===== src/rtl/interrupt_ctrl_if.sv =====
// -----------------------------------------------------------------------------
// interrupt_ctrl_if
// Bundle of the interrupt controller's channel-facing and CPU-facing signals.
//
// Signals:
//   irq_trigger  [NUM_CH] raw per-channel trigger, synchronous to clk
//   irq_mask     [NUM_CH] per-channel enable (1 = may drive the interrupt)
//   irq_ack      [NUM_CH] per-channel clear strobe
//   irq_pending  [NUM_CH] sticky pending bits
//   irq_valid    [1]      any unmasked pending bit set
//   irq_id       [ID_W]   lowest-numbered unmasked pending channel
//   interrupt    [1]      merged interrupt line
//
// Modports:
//   master - the side driving triggers/mask/ack and observing the results
//   slave  - the interrupt controller itself
// -----------------------------------------------------------------------------
interface interrupt_ctrl_if #(
  parameter int NUM_CH = 4
);
  localparam int ID_W = (NUM_CH > 1) ? $clog2(NUM_CH) : 1;

  logic [NUM_CH-1:0] irq_trigger;
  logic [NUM_CH-1:0] irq_mask;
  logic [NUM_CH-1:0] irq_ack;
  logic [NUM_CH-1:0] irq_pending;
  logic              irq_valid;
  logic [ID_W-1:0]   irq_id;
  logic              interrupt;

  modport master (
    output irq_trigger, irq_mask, irq_ack,
    input  irq_pending, irq_valid, irq_id, interrupt
  );

  modport slave (
    input  irq_trigger, irq_mask, irq_ack,
    output irq_pending, irq_valid, irq_id, interrupt
  );
endinterface


===== src/rtl/interrupt_ctrl.sv =====
// -----------------------------------------------------------------------------
// interrupt_ctrl
// Multi-channel interrupt generator. Each channel latches a rising edge of its
// trigger into a sticky pending bit; unmasked pending bits are merged into one
// interrupt line (fixed-length pulse or level) and a priority index is
// reported (channel 0 highest).
//
// Ports:
//   clk    system clock, rising edge
//   rst_n  asynchronous active-low reset
//   bus    interrupt_ctrl_if.slave (trigger/mask/ack in, pending/valid/id/
//          interrupt out)
//
// Parameters:
//   NUM_CH     number of channels (1..32)
//   PULSE_LEN  pulse width in cycles in pulse mode (1..255)
//   LEVEL_MODE 0 = pulse output, 1 = level output
// -----------------------------------------------------------------------------
module interrupt_ctrl #(
  parameter int NUM_CH     = 4,
  parameter int PULSE_LEN  = 3,
  parameter int LEVEL_MODE = 0
) (
  input  logic             clk,
  input  logic             rst_n,
  interrupt_ctrl_if.slave  bus
);
  localparam int ID_W = (NUM_CH > 1) ? $clog2(NUM_CH) : 1;

  logic [NUM_CH-1:0] trig_q, trig_d;
  logic [NUM_CH-1:0] pending_q, pending_d;
  logic [NUM_CH-1:0] trig_edge;
  logic [NUM_CH-1:0] masked;
  logic [ID_W-1:0]   irq_id_c;

  // Edge detect and sticky pending: a new edge always wins over an ack.
  always_comb begin
    trig_d    = bus.irq_trigger;
    trig_edge = bus.irq_trigger & ~trig_q;
    pending_d = trig_edge | (pending_q & ~bus.irq_ack);
  end

  always_ff @(posedge clk or negedge rst_n) begin
    if (!rst_n) begin
      trig_q    <= '0;
      pending_q <= '0;
    end else begin
      trig_q    <= trig_d;
      pending_q <= pending_d;
    end
  end

  // Lowest set bit wins; scanning downward lets lower indices overwrite.
  always_comb begin
    masked   = pending_q & bus.irq_mask;
    irq_id_c = '0;
    for (int i = NUM_CH - 1; i >= 0; i--) begin
      if (masked[i]) irq_id_c = ID_W'(i);
    end
  end

  assign bus.irq_pending = pending_q;
  assign bus.irq_valid   = |masked;
  assign bus.irq_id      = irq_id_c;

  generate
    if (LEVEL_MODE != 0) begin : g_level
      assign bus.interrupt = |masked;
    end else begin : g_pulse
      localparam int CNT_W = $clog2(PULSE_LEN + 1);

      logic [CNT_W-1:0] cnt_q, cnt_d;
      logic             qualify;

      // Only a fresh edge on an unmasked channel (re)loads the counter, so
      // unmasking an already pending channel does not produce a pulse.
      always_comb begin
        qualify = |(trig_edge & bus.irq_mask);
        cnt_d   = cnt_q;
        if (qualify) begin
          cnt_d = CNT_W'(PULSE_LEN);
        end else if (cnt_q != '0) begin
          cnt_d = cnt_q - CNT_W'(1);
        end
      end

      always_ff @(posedge clk or negedge rst_n) begin
        if (!rst_n) begin
          cnt_q <= '0;
        end else begin
          cnt_q <= cnt_d;
        end
      end

      assign bus.interrupt = (cnt_q != '0);
    end
  endgenerate
endmodule


===== src/flat_wrapper.sv =====
// flat-port wrapper written by rule: the top's interface ports become plain ports
module interrupt_ctrl_flat 
#(
  parameter int NUM_CH     = 4,
  parameter int PULSE_LEN  = 3,
  parameter int LEVEL_MODE = 0
)
  (clk, rst_n, bus_irq_trigger, bus_irq_mask, bus_irq_ack, bus_irq_pending, bus_irq_valid, bus_irq_id, bus_interrupt);
  interrupt_ctrl_if #(.NUM_CH(NUM_CH)) bus_i ();
  input  logic clk;
  input  logic rst_n;
  input wire logic [$bits(bus_i.irq_trigger)-1:0] bus_irq_trigger;
  input wire logic [$bits(bus_i.irq_mask)-1:0] bus_irq_mask;
  input wire logic [$bits(bus_i.irq_ack)-1:0] bus_irq_ack;
  output wire logic [$bits(bus_i.irq_pending)-1:0] bus_irq_pending;
  output wire logic [$bits(bus_i.irq_valid)-1:0] bus_irq_valid;
  output wire logic [$bits(bus_i.irq_id)-1:0] bus_irq_id;
  output wire logic [$bits(bus_i.interrupt)-1:0] bus_interrupt;
  assign bus_i.irq_trigger = bus_irq_trigger;
  assign bus_i.irq_mask = bus_irq_mask;
  assign bus_i.irq_ack = bus_irq_ack;
  assign bus_irq_pending = bus_i.irq_pending;
  assign bus_irq_valid = bus_i.irq_valid;
  assign bus_irq_id = bus_i.irq_id;
  assign bus_interrupt = bus_i.interrupt;
  interrupt_ctrl #(.NUM_CH(NUM_CH), .PULSE_LEN(PULSE_LEN), .LEVEL_MODE(LEVEL_MODE)) u_core (.clk(clk), .rst_n(rst_n), .bus(bus_i));
endmodule

===== config.mk =====
export PLATFORM = sky130hd
export DESIGN_NAME = interrupt_ctrl_flat
export DESIGN_NICKNAME = d
export VERILOG_FILES = /design/src/rtl/interrupt_ctrl_if.sv /design/src/rtl/interrupt_ctrl.sv /design/src/flat_wrapper.sv
export SDC_FILE = /design/constraint.sdc
export NUM_CORES = 1
export LEC_CHECK = 0
export BUFFER_PORTS_ARGS = -buffer_cell sky130_fd_sc_hd__buf_2
export CAP_MARGIN = 20
export CORE_AREA = 2 2 39 41
export DETAILED_ROUTE_END_ITERATION = 12
export DIE_AREA = 0 0 41 43
export GPL_ROUTABILITY_DRIVEN = 0
export SYNTH_ARGS = -nofsm -noshare
export SYNTH_HDL_FRONTEND = slang
export SYNTH_SLANG_ARGS = --single-unit

===== constraint.sdc =====
create_clock -name clk -period 2.7 [get_ports clk]
set_input_delay 0.27 -clock clk [delete_from_list [all_inputs] [get_ports clk]]
set_output_delay 0.27 -clock clk [all_outputs]
set_load 0.02 [all_outputs]

## Word-level counts from Yosys, hierarchy flattened

Cells that the tools add are included.

- Register bits after elaboration: 10
- Input bits: 14
- Output and inout port bits: 8
- Logic and storage cells: 21

- Add/sub/neg operators: 1
- Mux-type cells: 6
- Bitwise gates (word level): 7
- Reductions and logical operators: 4

Operators with widths:

| operator | number |
|---|---|
| $and A4 B4 Y4 | 4 |
| $mux W2 | 6 |
| $not A4 Y4 | 2 |
| $reduce_or A4 Y1 | 2 |
| $or A4 B4 Y4 | 1 |
| $reduce_bool A2 Y1 | 2 |
| $sub A2 B1 Y2 const B | 1 |

## Logic depth before layout (Yosys ltp)

Gate-level depths: netlist (run 1).

- Depth in word-level cells: 5
- Depth in mapped cells: 4
- Depth with buffers taken out: 4

## Worst setup path before layout (run 1)

Ideal clock, no wire load.

- Kind: reg-to-output
- From: reg u_core.pending_q[1] (netlist: u_core.bus.irq_pending[1])
- To: out bus_irq_id[1]
- Arrival time: 1028 ps
- Required time: 2430 ps
- Path slack: 1402 ps
- Stages on the path, launching flop included: 3
- Path buffers: 0
- Cells stage by stage: dfrtp_1 a22oi_1 nor2b_1

- Word-level cells in the longest chain between the ends: 3

Ends and longest elaborated chain:

| what | line | text |
|---|---|---|
| from (decl) | interrupt_ctrl.sv:31 | `logic [NUM_CH-1:0] pending_q, pending_d;` |
| from (signal assigned) | interrupt_ctrl.sv:49 | `pending_q <= pending_d;` |
| $and A4 B4 Y4 | interrupt_ctrl.sv:55 | `masked = pending_q & bus.irq_mask;` |
| $mux W2 (2 in a row) | interrupt_ctrl.sv:58 | `if (masked[i]) irq_id_c = ID_W'(i);` |
| to (decl) | flat_wrapper.sv:17 | `output wire logic [$bits(bus_i.irq_id)-1:0] bus_irq_id;` |

No other way between the ends.

## Worst setup path after layout (run 1)

Same ends and word-level chain as after synthesis.

==> summary.txt, run 1 <==
Status
  • Result of the run: finished clean

Synthesis
  • Share of the synthesized area in the top cell type: 57.0%
  • Compound-Gate Fraction of Synth Area: between 15 and 20%
  • Leading cell types by total area after synthesis: sky130_fd_sc_hd__dfrtp_1 57%, sky130_fd_sc_hd__inv_1 9.4%, sky130_fd_sc_hd__nand3b_1 6.8%
  • Most frequent cell after synthesis: sky130_fd_sc_hd__inv_1
  • Dominant combinational cell family by area after synthesis: compound AO/OA/AOI/OAI gates
  • Most common library cells after synthesis: 11 x sky130_fd_sc_hd__inv_1, 10 x sky130_fd_sc_hd__dfrtp_1, 4 x sky130_fd_sc_hd__nand2_1, 4 x sky130_fd_sc_hd__nand3b_1, 4 x sky130_fd_sc_hd__o22ai_1
  • Synthesized cell area: between 400 and 500 µm²
  • Fraction of synthesis flops using an asynchronous set or reset pin: 100%
  • Fraction of the mapped netlist area in simple logic gates: approximately 14%
  • Share of the synthesized netlist area taken by xor and xnor gates: approximately 2%
  • Library cell with the largest summed area after synthesis: sky130_fd_sc_hd__dfrtp_1
  • Sequential share of the synthesized area: 57.0%
  • Post-Synthesis Net Count: between 50 and 60
  • Count of mapped cells out of synthesis: 42
  • Warning count from the yosys run: 0
  • Number of distinct library cells after synthesis: 13
  • Number of storage elements in the synthesis netlist: 10
  • Mux share of post-synthesis cell area: 0%
  • Average cell area after synthesis: around 10 µm²
  • Top_reg_cell synth: sky130_fd_sc_hd__dfrtp_1
  • Fraction of the mapped netlist area in adder cells: approximately 2.8%
  • EDFF count, synth: 0

Worst setup path
  • Data arrival time of the worst path: about 1.2 ns
  • Worst-path cell chain: a22oi_1, nor2b_1, buf_2
  • CP max-delay cell: sky130_fd_sc_hd__dfrtp_1
  • Startpoint Class: flop
  • Crit Path Class: flop to output port
  • Register-to-Register Path Depth: 4
  • Largest stage delay on the critical path: 0.40 ns
  • Maximum fanout count along the critical path: 4
  • Setup slack, reg-to-reg: around 1.7 ns
  • Critical R2R Launch: u_core.g_pulse.cnt_q[0]
  • CP Capture Type: output port
  • CP required: 2.43 ns
  • Reg2reg end: u_core.g_pulse.cnt_q[0]

Min path
  • Number of instances on the worst hold path: 1
  • HP Class: input pin to flop
  • Hold-critical path endpoint: u_core.trig_q[1]
  • Min-Delay Startpoint: bus_irq_trigger[1]

Place
  • Post-place instance area: approximately 560 µm²
  • Count of buffers from port buffering: 21
  • Placement-stage worst setup slack: roughly 1.5 ns
  • Post-DP HPWL: between 700 and 800 µm

Drt
  • Final routed DRC violation total: 0
  • Drt via density: 4.67
  • Average routed wire per standard cell: 10.5 µm
  • Overall routed net length: approximately 870 µm
  • Number of nets with antenna violations after detailed routing: 0
  • Via Count: 388
  • Number of iterations in the first detailed-routing pass: 2
  • Starting DRC count in detailed routing: 1

Power and ir drop
  • PwrDens: about 660 nW/µm²
  • Peak supply drop: 0.000308 V
  • P_leak: approximately 0.32 nW

Clocking
  • Clock net sink count: 10
  • Deepest level of the CTS H-tree: 1
  • CTS Buf Count: 3
  • Clock latency at the later pin of the worst-skew pair: about 0.25 ns
  • Clock Root Buffer: sky130_fd_sc_hd__clkbuf_4
  • Total setup buffers inserted after CTS: 0
  • Maximum count of clock buffers along a single path: 2
  • Clock tree from TritonCTS: built
  • Clock-pin slew on the worst setup and hold paths: 0.06 ns

Die
  • Height of the die: 43 µm
  • Die width: ~41 µm
  • Standard-cell row count: 14
  • Floorplan die area: 1760 µm²
  • Core Area: between 1000 and 1500 µm²
  • Total I/O pin count: 22
  • Initial standard-cell utilization of the core: 31.7%

Timing
  • Fmax: between 0.6 and 0.7 GHz
  • Relative slew slack: 85.0%
  • Final TNS setup: 0 ns
  • Slack of the critical path: ~1.3 ns
  • Final Max Tran Viols: 0
  • Worst Skew: roughly 0.00085 ns
  • Fin crit period: 1.44 ns
  • Endpoints failing setup: 0
  • Worst Max-Slew Pin Slew: 0.226 ns
  • Period Utilization, post-route: between 50% and 60%
  • Number of hold-slack violations in the final timing report: 0
  • RSZ-0062 raised after global routing: false

GRT
  • Number of global-route vias before repair: around 400
  • Wire length of the first global-routing pass: 1530 µm
  • Largest net degree at the start of global routing: 11
  • Initial antenna violation count: 0
  • Sum of overflow across all layers after global routing: 0
  • Overall routing resource usage: between 10% and 20%

Cells and area
  • Layout cells sized above 1: between 30% and 40%
  • Nets: 84
  • Post-route cell area: around 600 µm²
  • Antenna Cells: 0
  • Area Growth Syn to Fin: 35.9%

Run
  • Count of max-cap constraint violations: 0
worst max-delay path by stage:
stage | from | to | slack (ns) | cells past startpoint
floorplan | u_core.bus.irq_pending[1] | bus_irq_id[1] | 1.40 | 2
global placement | u_core.bus.irq_pending[1] | bus_irq_id[1] | 1.54 | 3
detailed placement | u_core.bus.irq_pending[0] | bus_irq_id[1] | 1.53 | 3
CTS | u_core.bus.irq_pending[1] | bus_irq_id[1] | 1.24 | 3
global route | u_core.bus.irq_pending[1] | bus_irq_id[1] | 1.17 | 3
finish | u_core.bus.irq_pending[1] | bus_irq_id[1] | 1.26 | 3
critical path: cells and delay by family, from the launching register on:
family                 cells  cell delay [ns]
flip-flops                 1             0.40
AO/OA/AOI/OAI              1             0.20
buffers and inverters      1             0.17
AND/OR/NAND/NOR            1             0.15
logic make-up after synthesis:
group | after synthesis
xor gates and xnor gates | 1
adders and majority gates | 1
AOI/OAI and AO/OA | 9
DFF | 10
and+or+nand+nor | 10
buffers and inverters | 11
repair_timing:
| item | CTS | global route |
|---|---|---|
| hold endpoints to repair | 10 | 0 |
| hold buffers | 1 | 0 |
| gates resized for setup | 0 | 0 |
| setup endpoints to repair | 0 | 0 |
power by group:
group / internal [mW] / switching (mW)
sequential: 0.172 / 0.0137
clock: 0.0512 / 0.0452
combinational: 0.0508 / 0.0631
total: 0.274 / 0.122
routing by layer:
layer	up-vias	wire length (µm)	global-route usage, %
met5	-	0	0
met4	0	4	8.00
met3	2	66	1.57
met2	14	426	19.7
met1	182	373	15.9
li1	190	-	-
registers in the layout, summed over array words and instances, names as in the netlist:
signal and cells:
u_core.g_pulse.cnt_q 2, u_core.trig_q 4, u_core.bus.irq_pending 4
layout make-up:
type	instances	area, µm²
Clock buffer	3	22.5
Multi-Input combinational cell	21	148
Fill cell	140	787
Inverter	11	41.3
Timing Repair Buffer	22	115
Sequential cell	10	250
Tap cell	16	20.0
metrics by stage:
step	cells	hold slack, ns	util [%]	total power, mW
after floorplan	42	-0.0256	-	0.264
final	83	0.152	43.1	0.396
after CTS	83	0.141	43.1	0.404
after global placement	79	0.138	40.8	0.301
after global routing	83	0.138	43.1	0.428
after detailed placement	79	0.142	40.8	0.303
cell usage in the layout, fill, tap and decap left out:
cell	n
sky130_fd_sc_hd__nand3b_1	4
sky130_fd_sc_hd__o22ai_1	4
sky130_fd_sc_hd__a22oi_1	2
sky130_fd_sc_hd__ha_1	1
sky130_fd_sc_hd__and4_1	1
sky130_fd_sc_hd__o211ai_2	1
sky130_fd_sc_hd__nand2_1	4
sky130_fd_sc_hd__inv_1	11
sky130_fd_sc_hd__dlygate4sd3_1	1
sky130_fd_sc_hd__buf_2	21
sky130_fd_sc_hd__dfrtp_1	10
sky130_fd_sc_hd__a32oi_1	1
sky130_fd_sc_hd__clkbuf_4	3
sky130_fd_sc_hd__nor2b_1	1
sky130_fd_sc_hd__a21oi_1	1
sky130_fd_sc_hd__xor2_1	1
(Power assumes the default switching activity.)
==> run 2: changes to the inputs <==
==> constraint.sdc (replaced) <==
create_clock -name clk -period 1.15 [get_ports clk]
set_input_delay 0.115 -clock clk [delete_from_list [all_inputs] [get_ports clk]]
set_output_delay 0.115 -clock clk [all_outputs]
set_load 0.02 [all_outputs]
==> run 2 against run 1 <==
The run now ends with setup timing left. Sequential power grew 140%. Clock power grew to 3.3 times the previous value. Register-to-register slack lost 1.5 ns. Cell area grew 24%. Clock-buffer cell count grew 1. Largest power group is now combinational cells.
==> summary.txt, run 2 (synthesis results as in run 1) <==
Status
  • Result of the run: finished with violations
  • Violated checks: setup timing

Drt
  • Drt via density: ~4.5
  • Number of iterations in the first detailed-routing pass: 1
  • Number of nets with antenna violations after detailed routing: 0
  • Average routed wire per standard cell: 11.2 µm
  • Starting DRC count in detailed routing: 0
  • Overall routed net length: ~1100 µm
  • Final routed DRC violation total: 0
  • Via Count: roughly 430

Cells and area
  • Most frequent standard cell in the layout excluding fill and tap cells: sky130_fd_sc_hd__buf_2
  • Multi-input gate area: 173 µm²
  • Finished Core Util: 53.4%
  • Nets: 95
  • Commonest non-fill, non-tap cells in the layout: 18 x sky130_fd_sc_hd__buf_2, 10 x sky130_fd_sc_hd__dfrtp_1, 9 x sky130_fd_sc_hd__buf_4, 8 x sky130_fd_sc_hd__inv_1, 5 x sky130_fd_sc_hd__dlygate4sd3_1
  • Area Growth Syn to Fin: 68.4%
  • Total of fill cells in the finished design: between 100 and 150
  • Layout cells sized above 1: 50.6%
  • Antenna Cells: 0
  • Storage element area: between 200 and 300 µm²

Clocking
  • Clock Root Buffer: sky130_fd_sc_hd__clkbuf_4
  • Clock-pin slew on the worst setup and hold paths: about 0.070 ns
  • Maximum count of clock buffers along a single path: 2
  • Deepest level of the CTS H-tree: 1
  • Clock net sink count: 10
  • Clock latency at the later pin of the worst-skew pair: ~0.26 ns
  • Clock tree from TritonCTS: built
  • CTS Buf Count: 3

GRT
  • Number of global-route vias before repair: 450
  • Sum of overflow across all layers after global routing: 0
  • Overall routing resource usage: between 15 and 20%
  • Initial antenna violation count: 0
  • Largest net degree at the start of global routing: 11
  • Wire length of the first global-routing pass: 1920 µm

Timing
  • Worst Skew: just over 0.003 ns
  • RSZ-0062 raised after global routing: true
  • Final Max Tran Viols: 0
  • Period Utilization, post-route: 110%
  • Fmax: approximately 0.8 GHz
  • Worst Max-Slew Pin Slew: 0.224 ns
  • Relative slew slack: between 80% and 90%
  • Number of hold-slack violations in the final timing report: 0
  • Slack of the critical path: -0.112 ns
  • Fin crit period: between 1 and 1.5 ns
  • Endpoints failing setup: 3

Worst setup path
  • Largest stage delay on the critical path: 0.40 ns
  • Crit Path Class: flop to output port
  • CP required: 1.03 ns
  • Worst-path cell chain: a22oi_2, nor2b_2, buf_4
  • CP max-delay cell: sky130_fd_sc_hd__dfrtp_1
  • CP Capture Type: output port
  • Data arrival time of the worst path: roughly 1.2 ns
  • Total buffers and inverters traversed by the critical path: 1
  • Startpoint Class: flop
  • Maximum fanout count along the critical path: 3
  • Worst path top cell family by delay: flip-flops

Die
  • Initial standard-cell utilization of the core: 31.7%
  • Total I/O pin count: 22
  • Standard-cell row count: 14
  • Die width: slightly above 40 µm
  • Floorplan die area: 1760 µm²
  • Core Area: roughly 1400 µm²
  • Height of the die: between 40 and 50 µm

Power and ir drop
  • P_leak: 0.381 nW
  • Peak supply drop: 0.000904 V
  • PwrDens: ~1600 nW/µm²
  • Power after layout: between 1 and 1.5 mW

Place
  • Post-DP HPWL: ~690 µm
  • Count of buffers from port buffering: 21

Run
  • Count of max-cap constraint violations: 0

Min path
  • HP Class: input pin to flop
==> run 2: changes by cell type in the layout (fill, tap and decap cells not counted), sizes merged <==
cell and delta:
buf +7, clkbuf +1, dlygate4sd3 +4
==> run 2: worst paths after layout <==
check | from | to | slack (ns) | depth (start not counted)
hold / removal | bus_irq_ack[2] | u_core.bus.irq_pending[2] | 0.03 | 2
min in group asynchronous | rst_n | u_core.g_pulse.cnt_q[0] | 0.24 | 2
hold reg to reg | u_core.trig_q[3] | u_core.bus.irq_pending[3] | 0.46 | 1
setup / recovery | u_core.bus.irq_pending[1] | bus_irq_id[1] | -0.11 | 3
max in group asynchronous | rst_n | u_core.g_pulse.cnt_q[1] | 0.73 | 2
setup reg to reg | u_core.g_pulse.cnt_q[0] | u_core.g_pulse.cnt_q[0] | 0.12 | 5
==> run 2: routing by layer <==
layer / global-route usage [%] / vias up / wire length [µm]
li1: - / 215 / -
met1: 21.1 / 195 / 441
met3: 3.14 / 2 / 55
met5: 0 / - / 0
met4: 6.00 / 0 / 13
met2: 26.3 / 14 / 556
==> run 2: report_power, final <==
part / total, mW / internal (mW) / switching [mW] / leakage (nW)
Clock: 0.315 / 0.192 / 0.124 / 0.0210
Sequential: 0.438 / 0.403 / 0.0354 / 0.116
Combinational: 0.448 / 0.248 / 0.200 / 0.243
Total: 1.20 / 0.843 / 0.359 / 0.381
==> run 2: per-stage QoR <==
step / cells / worst slack, ns / hold WS [ns] / TNS, ns / instance area [µm²]
2_1_floorplan: 42 / 0.00676 / -0.181 / 0 / 439
3_3_place_gp: 79 / 0.145 / -0.0126 / 0 / 564
3_5_place_dp: 79 / 0.140 / -0.0139 / 0 / 564
4_1_cts: 94 / -0.0955 / 0.0290 / -0.232 / 723
5_1_grt: 95 / -0.197 / 0.0316 / -0.546 / 739
6_report: 95 / -0.112 / 0.0296 / -0.268 / 739
==> run 2: final cells by class <==
type	instances	area share [%]
Clock buffer	4	4.91
Sequential cell	10	33.8
Inverter	11	5.58
Timing Repair Buffer	33	29.6
Multi-Input combinational cell	21	23.4
Tap cell	16	2.71
==> run 2: timing repair <==
item                       4_1_cts  5_1_grt
setup endpoints to repair        4        4
buffers inserted                 6        1
hold endpoints to repair        14        0
hold buffers                     5        0
cloned                           0        0
resized for setup                8        4
pin swaps                        4        2
==> run 2: worst reg2reg max path, delay by kind of cell, from the launching register on <==
family        cells  cell delay [ns]
flops             1             0.39
xor+xnor          1             0.15
fa+ha+maj         1             0.13
buf+inv           2             0.20
simple gates      1             0.06
==> run 3: changes to the inputs <==
==> constraint.sdc (replaced) <==
create_clock -name clk -period 1.15 [get_ports clk]
set_input_delay 0.2875 -clock clk [delete_from_list [all_inputs] [get_ports clk]]
set_output_delay 0.2875 -clock clk [all_outputs]
set_load 0.02 [all_outputs]
==> run 3 against run 2 <==
The flow still finishes with violations (setup timing). Clock-buffer cell count unchanged. Utilization up 2.3 points. Final cell count down 1.1%. Non-clock buffer count down 1. Clock power down 23%. Critical path depth unchanged. Critical endpoint unchanged. Largest power group unchanged. Highest routed layer is now met3.
==> summary.txt, run 3 (synthesis results as in run 1) <==
Min path
  • Hold-critical path endpoint: u_core.trig_q[1]
  • HP Class: input pin to flop
  • Min-Delay Startpoint: bus_irq_trigger[1]
  • Number of instances on the worst hold path: 1

Cells and area
  • Finished Core Util: a little under three fifths
  • Post-route cell area: slightly below 800 µm²
  • Layout cells sized above 1: roughly 58%
  • Multi-input gate area: around 170 µm²
  • Total of fill cells in the finished design: 129
  • Area Growth Syn to Fin: 75.5%
  • Antenna Cells: 0
  • Storage element area: about 250 µm²
  • Nets: 94
  • Commonest non-fill, non-tap cells in the layout: 13 x sky130_fd_sc_hd__buf_2, 12 x sky130_fd_sc_hd__buf_6, 10 x sky130_fd_sc_hd__inv_1, 7 x sky130_fd_sc_hd__dfrtp_1, 6 x sky130_fd_sc_hd__buf_4
  • Most frequent standard cell in the layout excluding fill and tap cells: sky130_fd_sc_hd__buf_2

GRT
  • Sum of overflow across all layers after global routing: 0
  • Overall routing resource usage: between 10% and 20%
  • Global-route track usage on met1: between 15 and 20%
  • Global Route met3 Usage: between 3 and 4%
  • Wire length of the first global-routing pass: about 1600 µm
  • Number of global-route vias before repair: 440
  • Initial antenna violation count: 0
  • Largest net degree at the start of global routing: 11
  • Met2 global-route usage: between 20 and 25%
  • Busiest grt layer: met2

Clocking
  • Clock tree from TritonCTS: built
  • Deepest level of the CTS H-tree: 1
  • Clock net sink count: 10
  • Clock Root Buffer: sky130_fd_sc_hd__clkbuf_4
  • Maximum count of clock buffers along a single path: 2
  • Clock latency at the later pin of the worst-skew pair: approximately 0.26 ns
  • Clock-pin slew on the worst setup and hold paths: 0.07 ns
  • CTS Buf Count: 3

Timing
  • Worst Skew: approximately 0.0073 ns
  • Fmax: approximately 0.7 GHz
  • Worst-case hold slack: about 0.16 ns
  • Slack of the critical path: -0.306 ns
  • Number of hold-slack violations in the final timing report: 0
  • Period Utilization, post-route: 127%
  • Final TNS setup: -1.45 ns
  • Endpoints failing setup: 8
  • Final Max Tran Viols: 0
  • Fin crit period: ~1.5 ns
  • RSZ-0062 raised after global routing: true
  • Relative slew slack: 82.6%
  • Worst Max-Slew Pin Slew: between 0.2 and 0.3 ns

Drt
  • Final routed DRC violation total: 0
  • Overall routed net length: between 900 and 1000 µm
  • Starting DRC count in detailed routing: 6
  • Number of iterations in the first detailed-routing pass: 4
  • Number of nets with antenna violations after detailed routing: 0
  • Via Count: ~430
  • Average routed wire per standard cell: 10.6 µm
  • Drt via density: between 4 and 5

Place
  • Post-place instance area: 637 µm²
  • Post-DP HPWL: around 750 µm
  • Count of buffers from port buffering: 21

Power and ir drop
  • Power after layout: around 1.1 mW
  • PwrDens: 1460 nW/µm²
  • Peak supply drop: just under 0.0008 V
  • P_leak: ~0.4 nW

Die
  • Height of the die: about 43 µm
  • Standard-cell row count: 14
  • Core Area: ~1400 µm²
  • Total I/O pin count: 22
  • Floorplan die area: around 1800 µm²
  • Initial standard-cell utilization of the core: between 30% and 40%
  • Die width: approximately 41 µm

Worst setup path
  • Startpoint Class: flop
  • Register-to-Register Path Depth: 5
  • CP required: around 0.86 ns
  • Maximum fanout count along the critical path: 3
  • CP Capture Type: output port
  • Crit Path Class: flop to output port
  • Setup slack, reg-to-reg: about 0.10 ns
  • Worst path top cell family by delay: flip-flops
  • Largest stage delay on the critical path: between 0.4 and 0.5 ns
  • Critical R2R Launch: u_core.g_pulse.cnt_q[0]
  • Data arrival time of the worst path: 1.17 ns
  • Reg2reg end: u_core.g_pulse.cnt_q[0]
  • CP max-delay cell: sky130_fd_sc_hd__dfrtp_2
  • Total buffers and inverters traversed by the critical path: 1
  • Worst-path cell chain: a22oi_2, nor2b_4, buf_6

Status
  • Violated checks: setup timing
  • Result of the run: finished with violations

Run
  • Count of max-cap constraint violations: 0
[run 3: what timing repair did]
item,CTS,global route
setup buffers,5,2
hold buffers,1,0
setup endpoints to repair,8,9
hold endpoints to repair,10,0
gates resized for setup,19,4
pin swaps,4,5
[run 3: worst max-delay path by stage]
stage / startpoint / end / cells past startpoint
floorplan: u_core.bus.irq_pending[1] / bus_irq_id[1] / 2
global placement: bus_irq_mask[1] / bus_irq_id[1] / 4
detailed placement: bus_irq_mask[1] / bus_irq_id[1] / 4
CTS: u_core.bus.irq_pending[3] / bus_irq_valid / 3
global route: u_core.bus.irq_pending[1] / bus_irq_id[1] / 3
finish: u_core.bus.irq_pending[1] / bus_irq_id[1] / 3
[run 3: per-stage QoR]
step                worst slack (ns)  cells
global route                  -0.379     94
global placement             -0.0525     85
finish                        -0.306     94
detailed placement           -0.0787     85
floorplan                   -0.00619     42
CTS                           -0.316     94
[run 3: metal layers]
layer	vias to the layer above	routed length (µm)
met5	-	0
met4	0	0
met3	0	41
met2	13	548
met1	201	407
li1	212	-
[run 3: final cells by class]
type	instances	area share (%)
clock buffers	4	3.41
inverters	11	5.36
multi-input cells	21	22.6
flip-flops and latches	10	33.0
well taps	16	2.60
repair buffers	32	33.1
[run 3: worst reg2reg max path, cell delays in order (launching register included)]
cell and delay (ns):
sky130_fd_sc_hd__dfrtp_1 0.38, sky130_fd_sc_hd__inv_1 0.07, sky130_fd_sc_hd__ha_2 0.18, sky130_fd_sc_hd__buf_4 0.12
sky130_fd_sc_hd__xor2_1 0.13, sky130_fd_sc_hd__nand2_1 0.06
[run 3: power by group]
part	internal, mW	total (mW)	switching, mW
Clock	0.133	0.243	0.110
Combinational	0.251	0.446	0.195
Sequential	0.405	0.435	0.0302
Total	0.790	1.12	0.335
